### config.mk
export PLATFORM = sky130hd
export DESIGN_NAME = max_unpool_2x
export DESIGN_NICKNAME = d
export VERILOG_FILES = /design/src/rtl/bnn_pkg.sv /design/src/rtl/unpool_row_buf.sv /design/src/rtl/max_unpool_2x.sv
export SDC_FILE = /design/constraint.sdc
export NUM_CORES = 1
export LEC_CHECK = 0
export ABC_AREA = 1
export BUFFER_PORTS_ARGS = -buffer_cell sky130_fd_sc_hd__buf_2
export CORE_MARGIN = 5
export CORE_UTILIZATION = 60
export CTS_BUF_LIST = sky130_fd_sc_hd__clkbuf_2 sky130_fd_sc_hd__clkbuf_4 sky130_fd_sc_hd__clkbuf_8
export CTS_CLUSTER_DIAMETER = 150
export DETAILED_ROUTE_END_ITERATION = 7
export PLACE_DENSITY_LB_ADDON = 0.15
export SYNTH_ARGS = -nofsm -noshare
export SYNTH_HDL_FRONTEND = slang
export SYNTH_SLANG_ARGS = --single-unit
### constraint.sdc
create_clock -name iCLK -period 3.5 [get_ports iCLK]
set_input_delay 0.175 -clock iCLK [delete_from_list [all_inputs] [get_ports iCLK]]
set_output_delay 0.175 -clock iCLK [all_outputs]
set_load 0.02 [all_outputs]
### src/rtl/bnn_pkg.sv
// Shared BNN pipeline definitions: unpool FSM states,
// upsample factor and a counter-width helper.
package bnn_pkg;

  typedef enum logic [1:0] {
    ST_IDLE  = 2'd0,
    ST_ROW_A = 2'd1,
    ST_ROW_B = 2'd2
  } unpool_state_e;

  localparam int UNPOOL_FACTOR = 2;

  // Never returns less than 1 so single-entry counters still get a bit.
  function automatic int clog2(input int n);
    int w;
    w = 1;
    while ((1 << w) < n) w++;
    return w;
  endfunction

endpackage

### src/rtl/unpool_row_buf.sv
// One pooled row of pixels: sync write, async read.
// Storage is deliberately left without reset.
module unpool_row_buf #(
  parameter int WL    = 1,
  parameter int DEPTH = 6,
  parameter int AW    = 3
) (
  input  logic          clk,
  input  logic          we,
  input  logic [AW-1:0] waddr,
  input  logic [WL-1:0] wdata,
  input  logic [AW-1:0] raddr,
  output logic [WL-1:0] rdata
);

  logic [WL-1:0] mem_q [DEPTH];

  always_ff @(posedge clk) begin
    if (we) mem_q[waddr] <= wdata;
  end

  assign rdata = mem_q[raddr];

endmodule

### src/rtl/max_unpool_2x.sv
// 2x2 unpooling upsampler: W_IN x H_IN in, 2W_IN x 2H_IN out.
// UNPOOL_ZERO_FILL_EN selects sparse (top-left only) unpooling.
module max_unpool_2x
  import bnn_pkg::*;
#(
  parameter int WL   = 1,
  parameter int W_IN = 6,
  parameter int H_IN = 6
) (
  input  logic          iCLK,
  input  logic          iRST,
  input  logic          iSTART,
  input  logic [WL-1:0] iDATA,
  input  logic          iVALID,
  output logic          oREADY,
  output logic [WL-1:0] oDATA,
  output logic          oVALID,
  input  logic          iREADY,
  output logic          oEOL,
  output logic          oDONE
);

  localparam int CW = clog2(W_IN);
  localparam int RW = clog2(H_IN);
  localparam int DW = clog2(UNPOOL_FACTOR);

  localparam logic [CW-1:0] COL_LAST =
    CW'(W_IN - 1);
  localparam logic [RW-1:0] ROW_LAST =
    RW'(H_IN - 1);
  localparam logic [DW-1:0] DUP_LAST =
    DW'(UNPOOL_FACTOR - 1);

  unpool_state_e state_q, state_d;
  logic [CW-1:0] col_q, col_d;
  logic [RW-1:0] row_q, row_d;
  logic [DW-1:0] dup_q, dup_d;
  logic [WL-1:0] hold_q, hold_d;
  logic          hold_v_q, hold_v_d;
  logic          done_q, done_d;

  logic          out_valid;
  logic          in_ready;
  logic [WL-1:0] out_data;
  logic          out_fire;
  logic          in_fire;
  logic          col_last;
  logic          row_last;
  logic          dup_last;

  assign col_last = (col_q == COL_LAST);
  assign row_last = (row_q == ROW_LAST);
  assign dup_last = (dup_q == DUP_LAST);
  assign out_fire = out_valid & iREADY;
  assign in_fire  = iVALID & in_ready;

`ifdef UNPOOL_ZERO_FILL_EN
  always_comb begin
    out_data = '0;
    if (state_q == ST_ROW_A && dup_q == '0)
      out_data = hold_q;
  end
`else
  logic          buf_we;
  logic [CW-1:0] buf_waddr;
  logic [WL-1:0] buf_rdata;

  // A refill lands one slot ahead of the column being drained.
  assign buf_we    = in_fire;
  assign buf_waddr = hold_v_q ? col_q + CW'(1)
                              : col_q;

  unpool_row_buf #(
    .WL    (WL),
    .DEPTH (W_IN),
    .AW    (CW)
  ) u_row_buf (
    .clk   (iCLK),
    .we    (buf_we),
    .waddr (buf_waddr),
    .wdata (iDATA),
    .raddr (col_q),
    .rdata (buf_rdata)
  );

  assign out_data = (state_q == ST_ROW_B)
                  ? buf_rdata : hold_q;
`endif

  always_ff @(posedge iCLK or negedge iRST) begin
    if (!iRST) begin
      state_q  <= ST_IDLE;
      col_q    <= '0;
      row_q    <= '0;
      dup_q    <= '0;
      hold_q   <= '0;
      hold_v_q <= 1'b0;
      done_q   <= 1'b0;
    end else begin
      state_q  <= state_d;
      col_q    <= col_d;
      row_q    <= row_d;
      dup_q    <= dup_d;
      hold_q   <= hold_d;
      hold_v_q <= hold_v_d;
      done_q   <= done_d;
    end
  end

  always_comb begin
    state_d  = state_q;
    col_d    = col_q;
    row_d    = row_q;
    dup_d    = dup_q;
    hold_d   = hold_q;
    hold_v_d = hold_v_q;
    done_d   = 1'b0;
    if (iSTART) begin
      state_d  = ST_ROW_A;
      col_d    = '0;
      row_d    = '0;
      dup_d    = '0;
      hold_d   = '0;
      hold_v_d = 1'b0;
    end else begin
      unique case (state_q)
        ST_ROW_A: begin
          if (out_fire) begin
            dup_d = dup_q + DW'(1);
            if (dup_last) begin
              dup_d    = '0;
              hold_v_d = 1'b0;
              if (col_last) begin
                col_d   = '0;
                state_d = ST_ROW_B;
              end else begin
                col_d = col_q + CW'(1);
              end
            end
          end
          if (in_fire) begin
            hold_d   = iDATA;
            hold_v_d = 1'b1;
          end
        end
        ST_ROW_B: begin
          if (out_fire) begin
            dup_d = dup_q + DW'(1);
            if (dup_last) begin
              dup_d = '0;
              if (col_last) begin
                col_d = '0;
                if (row_last) begin
                  row_d   = '0;
                  state_d = ST_IDLE;
                  done_d  = 1'b1;
                end else begin
                  row_d   = row_q + RW'(1);
                  state_d = ST_ROW_A;
                end
              end else begin
                col_d = col_q + CW'(1);
              end
            end
          end
        end
        default: ;
      endcase
    end
  end

  // No refill on the row's last pixel: the next
  // pooled row must wait until the replay is done.
  always_comb begin
    out_valid = 1'b0;
    in_ready  = 1'b0;
    unique case (state_q)
      ST_ROW_A: begin
        out_valid = hold_v_q;
        in_ready  = !iSTART &&
                    (!hold_v_q ||
                     (dup_last && iREADY &&
                      !col_last));
      end
      ST_ROW_B: out_valid = 1'b1;
      default: ;
    endcase
  end

  assign oVALID = out_valid;
  assign oREADY = in_ready;
  assign oDATA  = out_valid ? out_data : '0;
  assign oEOL   = out_valid & col_last & dup_last;
  assign oDONE  = done_q;

endmodule

==> impl_metrics.ini <==
[synth]
synth_async_sr_flop_share_pct = 66.67
synth.net_count = 151
synth.most_common_cell = nand2_1
ys.warnings.count = 0
syn_avg_cell_area_um2 = 8.315
synthTopCellsByCount = nand2_1 (37), inv_1 (15), nand3_1 (13)
syn-cell-area_mm2 = 0.001172
synthCells = 141
synth-seq-area-share_pct = 40.98
synth_top_area_cell = dfrtp_1
number_of_enable_type_register_cells_in_the_synthesized_netlist = 6
yosys_most_used_dff = dfrtp_1
synth.ff_latch_count = 18
netlist-cell-type-count = 26
ys_top_cells_by_area = dfrtp_1 (26%), edfxtp_1 (15%), nand2_1 (12%), nand3_1 (5.5%), inv_1 (4.8%)
synthDominantCellAreaShare_pct = 25.61

[clock_tree]
cts_tree = yes
htreeDepth = 1
cts_sinks = 18
path_clk_slew_ns = 0.10
cts_root_buf = clkbuf_4
ctsLongestPathBuffers = 2
clock_latency_ns = 0.29
post_cts.resized_instances = 0
numCtsBuffers = 3

[timing]
total_of_endpoints_with_negative_setup_slack_in_the_final_report = 0
final.setup_skew_ns = 0.001141
report.final.slew_viol_count = 0
timing.max_slew.rel_slack_pct = 75.63
finalCriticalPeriod_ns = 1.944
fin_crit_sh_pct = 55.54
maxClockFrequency_mhz = 514.4
worst_pin_slew_ns = 0.3655
finalWorstSetupSlack_ns = 1.556
hold_viol_final = 0
grt_setup_unrepaired = false
fin_tns_setup_ns = 0

[global_routing]
grt_pass1_vias = 893
initial_antenna_violation_count = 0
grt_first_pass_wirelength_um = 3857
grt_overflow = 0
grt_start_max_net_pins = 13
grt_usage_pct = 17.99

[outcome]
run_status = finished, final reports clean

[detailed_routing]
drt-vias-per-instance = 5.189
average_wire_per_cell_in_the_routed_design_um = 12.12
drt_pass1_iterations = 4
vias = 934
drcViolationCount = 0
drtIter0Drc = 27
routed_wirelength_um = 2182
detail-route-antenna-nets = 0

[finish]
syn2layout_area_growth_pct = 8.538
final_cell_area_excluding_filler_cells_mm2 = 0.001272
num-nets-final = 164
nFillCells = 157
antennaDiodeCount = 0
drive_above_1_share_pct = 24.84

[worst_setup_path]
start_kind = flop
r2r_start = col_q[0]
rr_worst_depth = 6
critical_path.max_fanout = 5
cp_data_required_time_ns = 3.32
worst_setup_path_end_kind = output port
reg2reg_setup_slack_ns = 1.77
reg2reg_to = u_row_buf.mem_q[2]
timing.setup.critical_path_class = flop to output port
arrival_ns = 1.77

[floorplanning]
dieHeight_um = 54.21
core-area_mm2 = 0.001902
initial_utilization_pct = 61.64
die_area_mm2 = 0.002938
io-pin-count = 11
fp-row-count = 16
fp.dieW_um = 54.21

[place]
post_dp_cell_area_mm2 = 0.001236
dp_hpwl_um = 1730
gp_congestion = 0.9634
pre_cts_ws_ns = 1.793
place.port_buffers = 10

[worst_hold_path]
hold_depth = 1
holdCritStartpoint = iDATA
worstHoldEndpoint = u_row_buf.mem_q[3]
hp-class = input pin to flop

[power_and_ir_drop]
power.density_cell_area_mw_per_mm2 = 326.5
report.power.total_uw = 415.4
power_leakage_uw = 0.0005924
vdd_ir_drop_max_mv = 0.2648

[flow_run]
drv.max_cap_violation_count = 0
==> layer usage <==
| metal | global-route usage [%] | vias up | wire [um] |
|---|---|---|---|
| li1 | - | 489 | - |
| met1 | 25.13 | 426 | 1064 |
| met2 | 28.69 | 15 | 1005 |
| met3 | 2.770 | 4 | 89 |
| met4 | 4.979 | 0 | 23 |
| met5 | 0 | - | 0 |
==> worst max-delay path by stage <==
stage	cells after the start	slack, ns	to	startpoint
after floorplan	8	1.88	oDATA	state_q[1]
after global placement	7	1.85	u_row_buf.mem_q[4]	col_q[1]
after detailed placement	6	1.79	u_row_buf.mem_q[4]	col_q[0]
after CTS	9	1.53	oDATA	state_q[1]
after global routing	9	1.44	oDATA	state_q[1]
final	9	1.56	oDATA	state_q[1]
==> cell type report <==
| class | count | area [um^2] | share of cell area (%) |
|---|---|---|---|
| multi-input cells | 102 | 604.3 | 47.49 |
| clock inverters | 1 | 3.754 | 0.2950 |
| clock buffers | 3 | 22.52 | 1.770 |
| well taps | 27 | 33.78 | 2.655 |
| flip-flops and latches | 18 | 480.5 | 37.76 |
| repair buffers | 11 | 60.06 | 4.720 |
| inverters | 18 | 67.56 | 5.310 |
==> power breakdown <==
part / total [uW] / switching [uW] / leakage, uW / internal (uW)
logic: 70.0 / 44.4 / 0.000360 / 25.6
clock network: 106 / 64.9 / 0.0000154 / 41.5
registers: 239 / 12.7 / 0.000217 / 226
==> per-stage QoR <==
stage	utilization, %	hold WS (ns)	instances
after detailed placement	65.00	0.07211	175
final	66.91	0.1373	180
after floorplan	-	-0.1206	141
after global placement	65.00	0.06836	175
after CTS	66.91	0.1328	180
after global routing	66.91	0.1380	180
==> worst max-delay path, stage by stage, from the launching register on <==
cell and delay (ns):
dfrtp_1 0.41, inv_1 0.06, ha_1 0.29, nand2_2 0.10, nand2_4 0.09, nand2_4 0.06
inv_2 0.07, o21ai_1 0.07, a21oi_1 0.13, buf_2 0.18
==> registers in the layout, summed over array words and instances, names as in the netlist <==
signal and flops:
u_row_buf.mem_q 6, col_q 3, row_q 3, state_q 2, dup_last 1, hold_q 1
hold_v_q 1, oDONE 1
==> placed cells by master, fill, tap and decap left out, drive strengths merged <==
cell type,count
a21oi,4
and2,1
buf,10
clkbuf,3
clkinv,1
dfrtp,12
dlygate4sd3,1
edfxtp,6
ha,4
inv,18
nand2,45
nand3,15
nand3b,1
nand4,9
nor2,12
nor3,1
o21ai,7
xnor2,2
xor2,1
==> cells by family after synthesis <==
logic type	Yosys count	synth area share (%)
and+or+nand+nor	84	38.74
buffers and inverters	21	7.469
DFF	18	40.98
AOI/OAI and AO/OA	11	6.297
adders and majority gates	4	4.269
xor gates and xnor gates	3	2.242
==> what timing repair did <==
action / 4_1_cts / 5_1_grt
hold buffers: 1 / 0
setup buffers: 0 / 0
endpoints found under the hold margin: 12 / 0
endpoints found under the setup margin: 0 / 0
(Power assumes the default switching activity.)
